===== config.mk =====
export PLATFORM = sky130hd
export DESIGN_NAME = irq_ctrl
export DESIGN_NICKNAME = d
export VERILOG_FILES = /design/src/rtl/irq_ctrl.sv
export SDC_FILE = /design/constraint.sdc
export NUM_CORES = 1
export LEC_CHECK = 0
export ABC_AREA = 1
export BUFFER_PORTS_ARGS = -buffer_cell sky130_fd_sc_hd__clkbuf_2
export CAP_MARGIN = 5
export CORE_MARGIN = 3
export CORE_UTILIZATION = 44
export CTS_CLUSTER_SIZE = 12
export DETAILED_ROUTE_END_ITERATION = 12
export HOLD_SLACK_MARGIN = 0.15
export PLACE_DENSITY_LB_ADDON = 0.2
export SLEW_MARGIN = 20
export SYNTH_ARGS = -nofsm -noshare
export SYNTH_HDL_FRONTEND = slang
export SYNTH_SLANG_ARGS = --single-unit

===== constraint.sdc =====
create_clock -name clk -period 1.5 [get_ports clk]
set_clock_uncertainty 0.05 [all_clocks]
set_input_delay 0.15 -clock clk [delete_from_list [all_inputs] [get_ports clk]]
set_output_delay 0.15 -clock clk [all_outputs]
set_load 0.005 [all_outputs]

===== src/rtl/irq_ctrl.sv =====
// Two-source interrupt controller: synchronised edge capture, priority entry sequencing and RETI unwinding.
// Define IRQ_NEST_EN to let irq0 preempt a running irq1 handler; the default build forbids nesting.
module irq_ctrl #(
  parameter logic [5:0] EI_OP   = 6'b111100,
  parameter logic [5:0] DI_OP   = 6'b111101,
  parameter logic [5:0] RETI_OP = 6'b111110
) (
  input  logic       clk,
  input  logic       reset,
  input  logic       irq0,
  input  logic       irq1,
  input  logic [5:0] opcode,
  output logic [1:0] s_interrupcion,
  output logic       irq_push,
  output logic       squash,
  output logic       ie,
  output logic [1:0] in_service
);

  typedef enum logic [1:0] {
    IDLE   = 2'b00,
    ENTER0 = 2'b01,
    ENTER1 = 2'b10,
    SERV   = 2'b11
  } state_t;

  state_t     state;
  state_t     state_nxt;
  logic [1:0] sync_p0;
  logic [1:0] sync_p1;
  logic [1:0] sync_p2;
  logic [1:0] rise;
  logic [1:0] pend;
  logic [1:0] pend_nxt;
  logic [1:0] in_service_nxt;
  logic       ie_nxt;
  logic       in_enter;
  logic       nest_ok;
  logic       go0;
  logic       go1;

  // bit0 carries irq0, bit1 carries irq1; sync_p2 only serves the rising-edge detector
  assign rise = sync_p1 & ~sync_p2;

  always_ff @(posedge clk or negedge reset) begin
    if (!reset) begin
      sync_p0    <= 2'b00;
      sync_p1    <= 2'b00;
      sync_p2    <= 2'b00;
      state      <= IDLE;
      pend       <= 2'b00;
      in_service <= 2'b00;
      ie         <= 1'b0;
    end else begin
      sync_p0    <= {irq1, irq0};
      sync_p1    <= sync_p0;
      sync_p2    <= sync_p1;
      state      <= state_nxt;
      pend       <= pend_nxt;
      in_service <= in_service_nxt;
      ie         <= ie_nxt;
    end
  end

  always_comb begin
    in_enter       = (state == ENTER0) || (state == ENTER1);
    s_interrupcion = 2'b00;
    if (state == ENTER0) s_interrupcion = 2'b01;
    if (state == ENTER1) s_interrupcion = 2'b10;
    irq_push       = in_enter;
    squash         = in_enter;

    ie_nxt = ie;
    if (!in_enter) begin
      if (opcode == EI_OP)      ie_nxt = 1'b1;
      else if (opcode == DI_OP) ie_nxt = 1'b0;
    end

    pend_nxt       = pend;
    in_service_nxt = in_service;
    state_nxt      = state;
    case (state)
      ENTER0: begin
        pend_nxt[0]       = 1'b0;
        in_service_nxt[0] = 1'b1;
        state_nxt         = SERV;
      end
      ENTER1: begin
        pend_nxt[1]       = 1'b0;
        in_service_nxt[1] = 1'b1;
        state_nxt         = SERV;
      end
      SERV: begin
        if (opcode == RETI_OP) begin
          if (in_service[0]) in_service_nxt[0] = 1'b0;
          else               in_service_nxt[1] = 1'b0;
          state_nxt = (in_service_nxt == 2'b00) ? IDLE : SERV;
        end
      end
      default: ;
    endcase

    // A new edge wins over the clear so a request arriving during entry is not lost
    pend_nxt = pend_nxt | rise;

    // Eligibility looks at the post-edge ie/pend/in_service so entry starts the cycle they take effect
`ifdef IRQ_NEST_EN
    nest_ok = ~in_service_nxt[0];
`else
    nest_ok = (in_service_nxt == 2'b00);
`endif
    go0 = ~in_enter & ie_nxt & pend_nxt[0] & nest_ok;
    go1 = ~in_enter & ie_nxt & pend_nxt[1] & (in_service_nxt == 2'b00) & ~go0;
    if (go0)      state_nxt = ENTER0;
    else if (go1) state_nxt = ENTER1;
  end

endmodule

==> results of run 1 <==
==> power breakdown <==
group	leakage [nW]	total, mW	internal [mW]	switching (mW)
logic	0.334	0.999	0.559	0.440
clock network	0.0150	0.213	0.103	0.110
registers	0.145	0.487	0.429	0.0579
total	0.494	1.70	1.09	0.608
==> critical path, cell delays in order, from the launching register on <==
cell     delay [ns]
dfrtp_1        0.42
inv_2          0.07
ha_4           0.28
inv_4          0.04
nor2_4         0.08
nand3_2        0.08
nand2_2        0.09
nand2_2        0.05
nor2_2         0.09
nand2_2        0.10
nand2_1        0.07
nand2_1        0.04
nand2_1        0.05
nand2_1        0.05
==> through the flow <==
step	utilization	hold WS [ns]	area [um2]
floorplan	-	-0.1956	676.9
global placement	0.6007	0.01056	820.8
detailed placement	0.6007	0.01157	820.8
CTS	0.6493	0.1425	887.1
global route	0.6804	0.1680	929.6
finish	0.6804	0.1585	929.6
==> state kept, by name, summed over array words and instances, names as in the netlist <==
signal and count:
in_service 2, pend 2, state 2, sync_p0 2
sync_p1 2, sync_p2 2, ie 1
==> worst max path at each step <==
stage / startpoint / endpoint / slack, ns
CTS: state[0] / state[0] / -0.18
global route: state[0] / state[0] / -0.31
floorplan: state[0] / state[0] / -0.04
global placement: state[0] / state[1] / -0.14
detailed placement: state[0] / state[0] / -0.16
finish: state[0] / state[0] / -0.17
==> what timing repair did <==
item	CTS	global route
resized for setup	0	8
setup buffers	1	1
endpoints found under the setup margin	4	5
endpoints found under the hold margin	16	0
cloned	0	0
hold buffers	4	0
pin swaps	0	2
==> metal layers <==
metal / vias up / GRT usage / wire length [um]
met5: - / 0 / 0
met4: 0 / 0.08772 / 8
met3: 2 / 0.03586 / 68
met2: 16 / 0.2521 / 614
met1: 254 / 0.1692 / 555
li1: 282 / - / -
==> synthesized netlist by cell type <==
| master | number | area [um2] |
|---|---|---|
| a21oi_1 | 2 | 10.01 |
| a21oi_2 | 1 | 8.760 |
| buf_4 | 1 | 7.510 |
| bufinv_8 | 1 | 17.52 |
| dfrtp_1 | 13 | 325.3 |
| ha_1 | 3 | 37.54 |
| inv_1 | 13 | 48.80 |
| inv_2 | 3 | 11.26 |
| nand2_1 | 12 | 45.04 |
| nand2_2 | 7 | 43.79 |
| nand3_1 | 4 | 20.02 |
| nand3_2 | 1 | 10.01 |
| nand4_1 | 2 | 12.51 |
| nor2_1 | 2 | 7.510 |
| nor2_2 | 3 | 18.77 |
| nor2_4 | 2 | 22.52 |
| o21ai_0 | 1 | 5.000 |
| o22ai_1 | 2 | 12.51 |
==> logic make-up (layout without fill, tap and decap cells) <==
family,Yosys count,in the layout,share of synthesized area
AND/OR/NAND/NOR,33,33,0.2712
flip-flops,13,13,0.4896
buffers and inverters,18,49,0.1281
adder cells (fa/ha/maj),3,3,0.05650
AO/OA/AOI/OAI,6,6,0.05461
==> cell type report <==
class                           instances  area (um2)
Multi-Input combinational cell         42       289.0
Inverter                               17       80.08
Clock buffer                            4       26.28
Fill cell                             110       436.7
Tap cell                               15       18.77
Sequential cell                        13       325.3
Timing Repair Buffer                   28       190.2
==> metrics.txt, run 1 <==
initial antenna violation count 0; Ys Warns 0; layout cells sized above 1 0.4904; P_leak 0.4937 nW; max-cap violation count 0; VDD IR-drop max 1.324 mV; nets 118; post-DP HPWL 949.9 um; DRT Pass-1 Iters 4; setup TNS -0.5344 ns; failing checks setup timing; Starting Density 0.4863; R2R depth 13; Power Total 1.698 mW; Hold EP ie; crit path capture type flip-flop; Synth Cell Area 664.4 um2; drt total wl 1247 um; Chip Height 44.86 um; drt drc 0; Synth Instances 73; syn avg cell area 9.101 um2; GRT overflow 0; Worst Path Max Fanout 5; synthesis-to-finish area growth 39.92%; CTS sink cnt 13; pwr dens 1827 nW/um2; Antenna diodes 0; Final Cycle Share 1.115; fin cells 119; clk_lat worst skew 0.27 ns; arrival time worst endpoint 1.79 ns; Final min period 1.672 ns; clk root buf clkbuf_4; core box area 1366 um2; IO Count 17; die footprint 2012 um2; Worst Tran Pin Value 0.3342 ns; largest net degree at the start of global routing 14; commonest non-fill, non-tap cell in the layout clkbuf_2; Syn Nets 86; highest-count cells in the layout ignoring fill and taps clkbuf_2, dfrtp_1, inv_1, nand2_1, nand2_2; CTS Buf Count 3; Max Fclk 598.1 MHz; die width 44.86 um; sequential cell area fraction in the yosys report 0.4896; Max transition margin 0.7772; unrepaired setup endpoints after global routing yes; Setup WS pre-CTS -0.1583 ns; DRT iter0 DRCs 8; CTS tree yes; vias in the first global route 503; Final GP Congestion 0.7288; clock transition at the registers of the reported paths 0.08 ns; Max Transition Viols Final 0; Reg2Reg Capture Point state[0]; WP data required 1.61 ns; # setup viols final 4; All-Layer GR Usage 0.1489; Placed Cells 110; CTS H-Tree Depth 1; Std-Cell Rows 13; reg2reg setup slack -0.17 ns; clk buf depth 2; count of cell types in the netlist 18; worst setup margin -0.1721 ns; startpoint types flip-flop; HP Class in -> reg; CP Class reg -> reg; total number of vias 554; status finished with violations; via/cell ratio 4.655; worst r2r src state[0]; hold depth 4; hold path startpoint opcode[1]; first-pass GRT wire length 2118 um; ANT nets after route 0; WL/cell 10.48 um; Yosys reg bits 13; final hold violations 0; IO Port Bufs 16
Note: power is estimated with default switching activity, not from simulation.
==> run 2, diff against run 1 <==
CORE_UTILIZATION = 43   (was 44)
==> metrics.txt, run 2 (same netlist as run 1, synthesis figures left out) <==
max-cap violation count 0 (unchanged); die footprint 2053 um2 (+2.0%); CTS Buf Count 3 (unchanged); synthesis-to-finish area growth 45.20%; CP Class reg -> reg; slowest stage delay, CP 0.43 ns (about the same); largest net degree at the start of global routing 14 (unchanged); Top cell by count, worst path nand2_2; CTS sink cnt 13 (unchanged); vias in the first global route 602 (+20%); hold depth 4 (unchanged); combinational share of power 0.609 (+0.021); HP Class in -> reg; drt total wl 1358 um (+8.9%); IO Port Bufs 16 (unchanged); clk buf depth 2 (unchanged); Worst Path Buf+Inv 1 (-1); Final min period 1.681 ns (+0.009353 ns); sequential cell area 325.3 um2 (unchanged); CP startpoint state[1]; VDD IR-drop max 1.075 mV (-19%); WP data required 1.63 ns (+0.02 ns); reg2reg setup slack -0.18 ns (about the same); Hold EP ie; WL/cell 11.32 um (+8.0%); Starting Density 0.4863 (unchanged); crit path cell chain ha_4 -> inv_4 -> nor2_4 -> nand3_2 -> nand2_2 -> nand2_2 -> nor2_4 -> nand2_4 -> nand2_2 -> nand2_2 -> nand2_1 -> nand2_1; ANT nets after route 0 (unchanged); GRT overflow 0 (unchanged); commonest non-fill, non-tap cell in the layout clkbuf_2; crit path capture type flip-flop; layout cells sized above 1 0.5429 (+0.05247); Reg2Reg Capture Point state[0]; Worst Tran Pin Value 0.3220 ns (-0.01218 ns); pwr dens 1859 nW/um2 (+1.7%); Slowest-stage cell, CP dfrtp_1; final hold slack 0.1642 ns (+0.005650 ns); nets 119 (+0.85%); # setup viols final 3 (-1); Max transition margin 0.7853 (+0.008121); clk root buf clkbuf_4; Chip Height 45.31 um (+0.99%); via/cell ratio 4.742 (+1.9%); clock share of power 0.124 (about the same); CTS H-Tree Depth 1 (unchanged); R2R depth 12 (-1); Worst Path Max Fanout 5 (unchanged); post-layout util 0.7060 (+0.02564); Final GP Congestion 0.8222 (+13%); startpoint types flip-flop; drt drc 0 (unchanged); post-DP HPWL 964.5 um (+1.5%); Final Cycle Share 1.121 (+0.006235); initial antenna violation count 0 (unchanged); failing checks setup timing; Max Fclk 594.7 MHz (-0.56%); worst r2r src state[1]; DRT Pass-1 Iters 4 (unchanged); core box area 1366 um2 (unchanged); unrepaired setup endpoints after global routing yes; highest-count cells in the layout ignoring fill and taps clkbuf_2, dfrtp_1, inv_1, buf_4; first-pass GRT wire length 2352 um (+11%); arrival time worst endpoint 1.81 ns (+0.02 ns); die width 45.31 um (+0.99%); DRT iter0 DRCs 5 (-3); clock transition at the registers of the reported paths 0.08 ns (about the same); Placed Cells 111 (+0.91%); Std-Cell Rows 13 (unchanged); P_leak 0.5149 nW (+4.3%); status finished with violations; final hold violations 0 (unchanged); clk_lat worst skew 0.28 ns (about the same); fin cells 120 (+0.84%); Sw Pwr 0.6723 mW (+11%); All-Layer GR Usage 0.1657 (+0.01678); sequential share of power 0.267 (-0.019); hold path startpoint opcode[0]; Max Transition Viols Final 0 (unchanged); IO Count 17 (unchanged); Antenna diodes 0 (unchanged); internal power 1.121 mW (+2.8%); Crit path max-delay family simple AND/OR/NAND/NOR gates; total number of vias 569 (+2.7%); Filler Cell Count 111 (+0.91%); worst setup margin -0.1814 ns (-0.009353 ns); multi-input logic area 322.8 um2 (+12%); CTS tree yes; Sw Ratio 0.3750 (+0.01687)
-- run 2: cell count changes in the layout (fill, tap and decap cells not counted), sizes merged --
| cell | before | now |
|---|---|---|
| dlygate4sd3 | 4 | 3 |
| buf | 9 | 11 |
-- run 2: power groups by stage --
stage	logic [mW]	clock network, mW	registers [mW]
floorplan	0.511	0	0.482
global placement	0.847	0	0.484
detailed placement	0.855	0	0.486
CTS	0.998	0.225	0.476
global route	1.19	0.247	0.490
finish	1.09	0.222	0.478
-- run 2: how the worst max path moves through the flow --
stage | end | cells after the start | slack (ns)
after global placement | state[1] | 8 | -0.17
after floorplan | state[0] | 13 | -0.04
after detailed placement | state[0] | 12 | -0.19
after CTS | state[0] | 13 | -0.17
final | state[0] | 12 | -0.18
after global routing | state[0] | 12 | -0.30
-- run 2: area by class of cell --
cell class | count | area share
multi-input cells | 42 | 0.3346
flip-flops and latches | 13 | 0.3372
inverters | 17 | 0.08301
well taps | 15 | 0.01946
clock buffers | 4 | 0.02724
repair buffers | 29 | 0.1984
-- run 2: stage by stage --
step | total power, mW | TNS, ns | cell area (um2) | setup slack [ns]
after floorplan | 0.9934 | -0.08607 | 676.9 | -0.04475
after global placement | 1.332 | -0.3301 | 828.3 | -0.1724
after detailed placement | 1.341 | -0.3503 | 828.3 | -0.1886
after CTS | 1.699 | -0.4903 | 928.4 | -0.1697
after global routing | 1.926 | -0.7581 | 964.7 | -0.3018
final | 1.793 | -0.4050 | 964.7 | -0.1814
-- run 2: worst min-delay path, stage by stage --
cell	delay, ns
clkbuf_2	0.10
inv_1	0.05
nand3_2	0.07
nand2_2	0.08
-- run 2: metal layers --
layer,part of all wire,GRT usage
met5,0,0
met2,0.49,0.2797
met3,0.066,0.03187
met4,0.046,0.1462
met1,0.39,0.1717
-- run 2: repair_timing --
item / 4_1_cts / 5_1_grt
gates resized for setup: 7 / 8
hold endpoints to repair: 15 / 0
setup buffers: 2 / 1
pin swaps: 2 / 4
cloned: 0 / 0
hold buffers: 3 / 0
endpoints found under the setup margin: 3 / 5
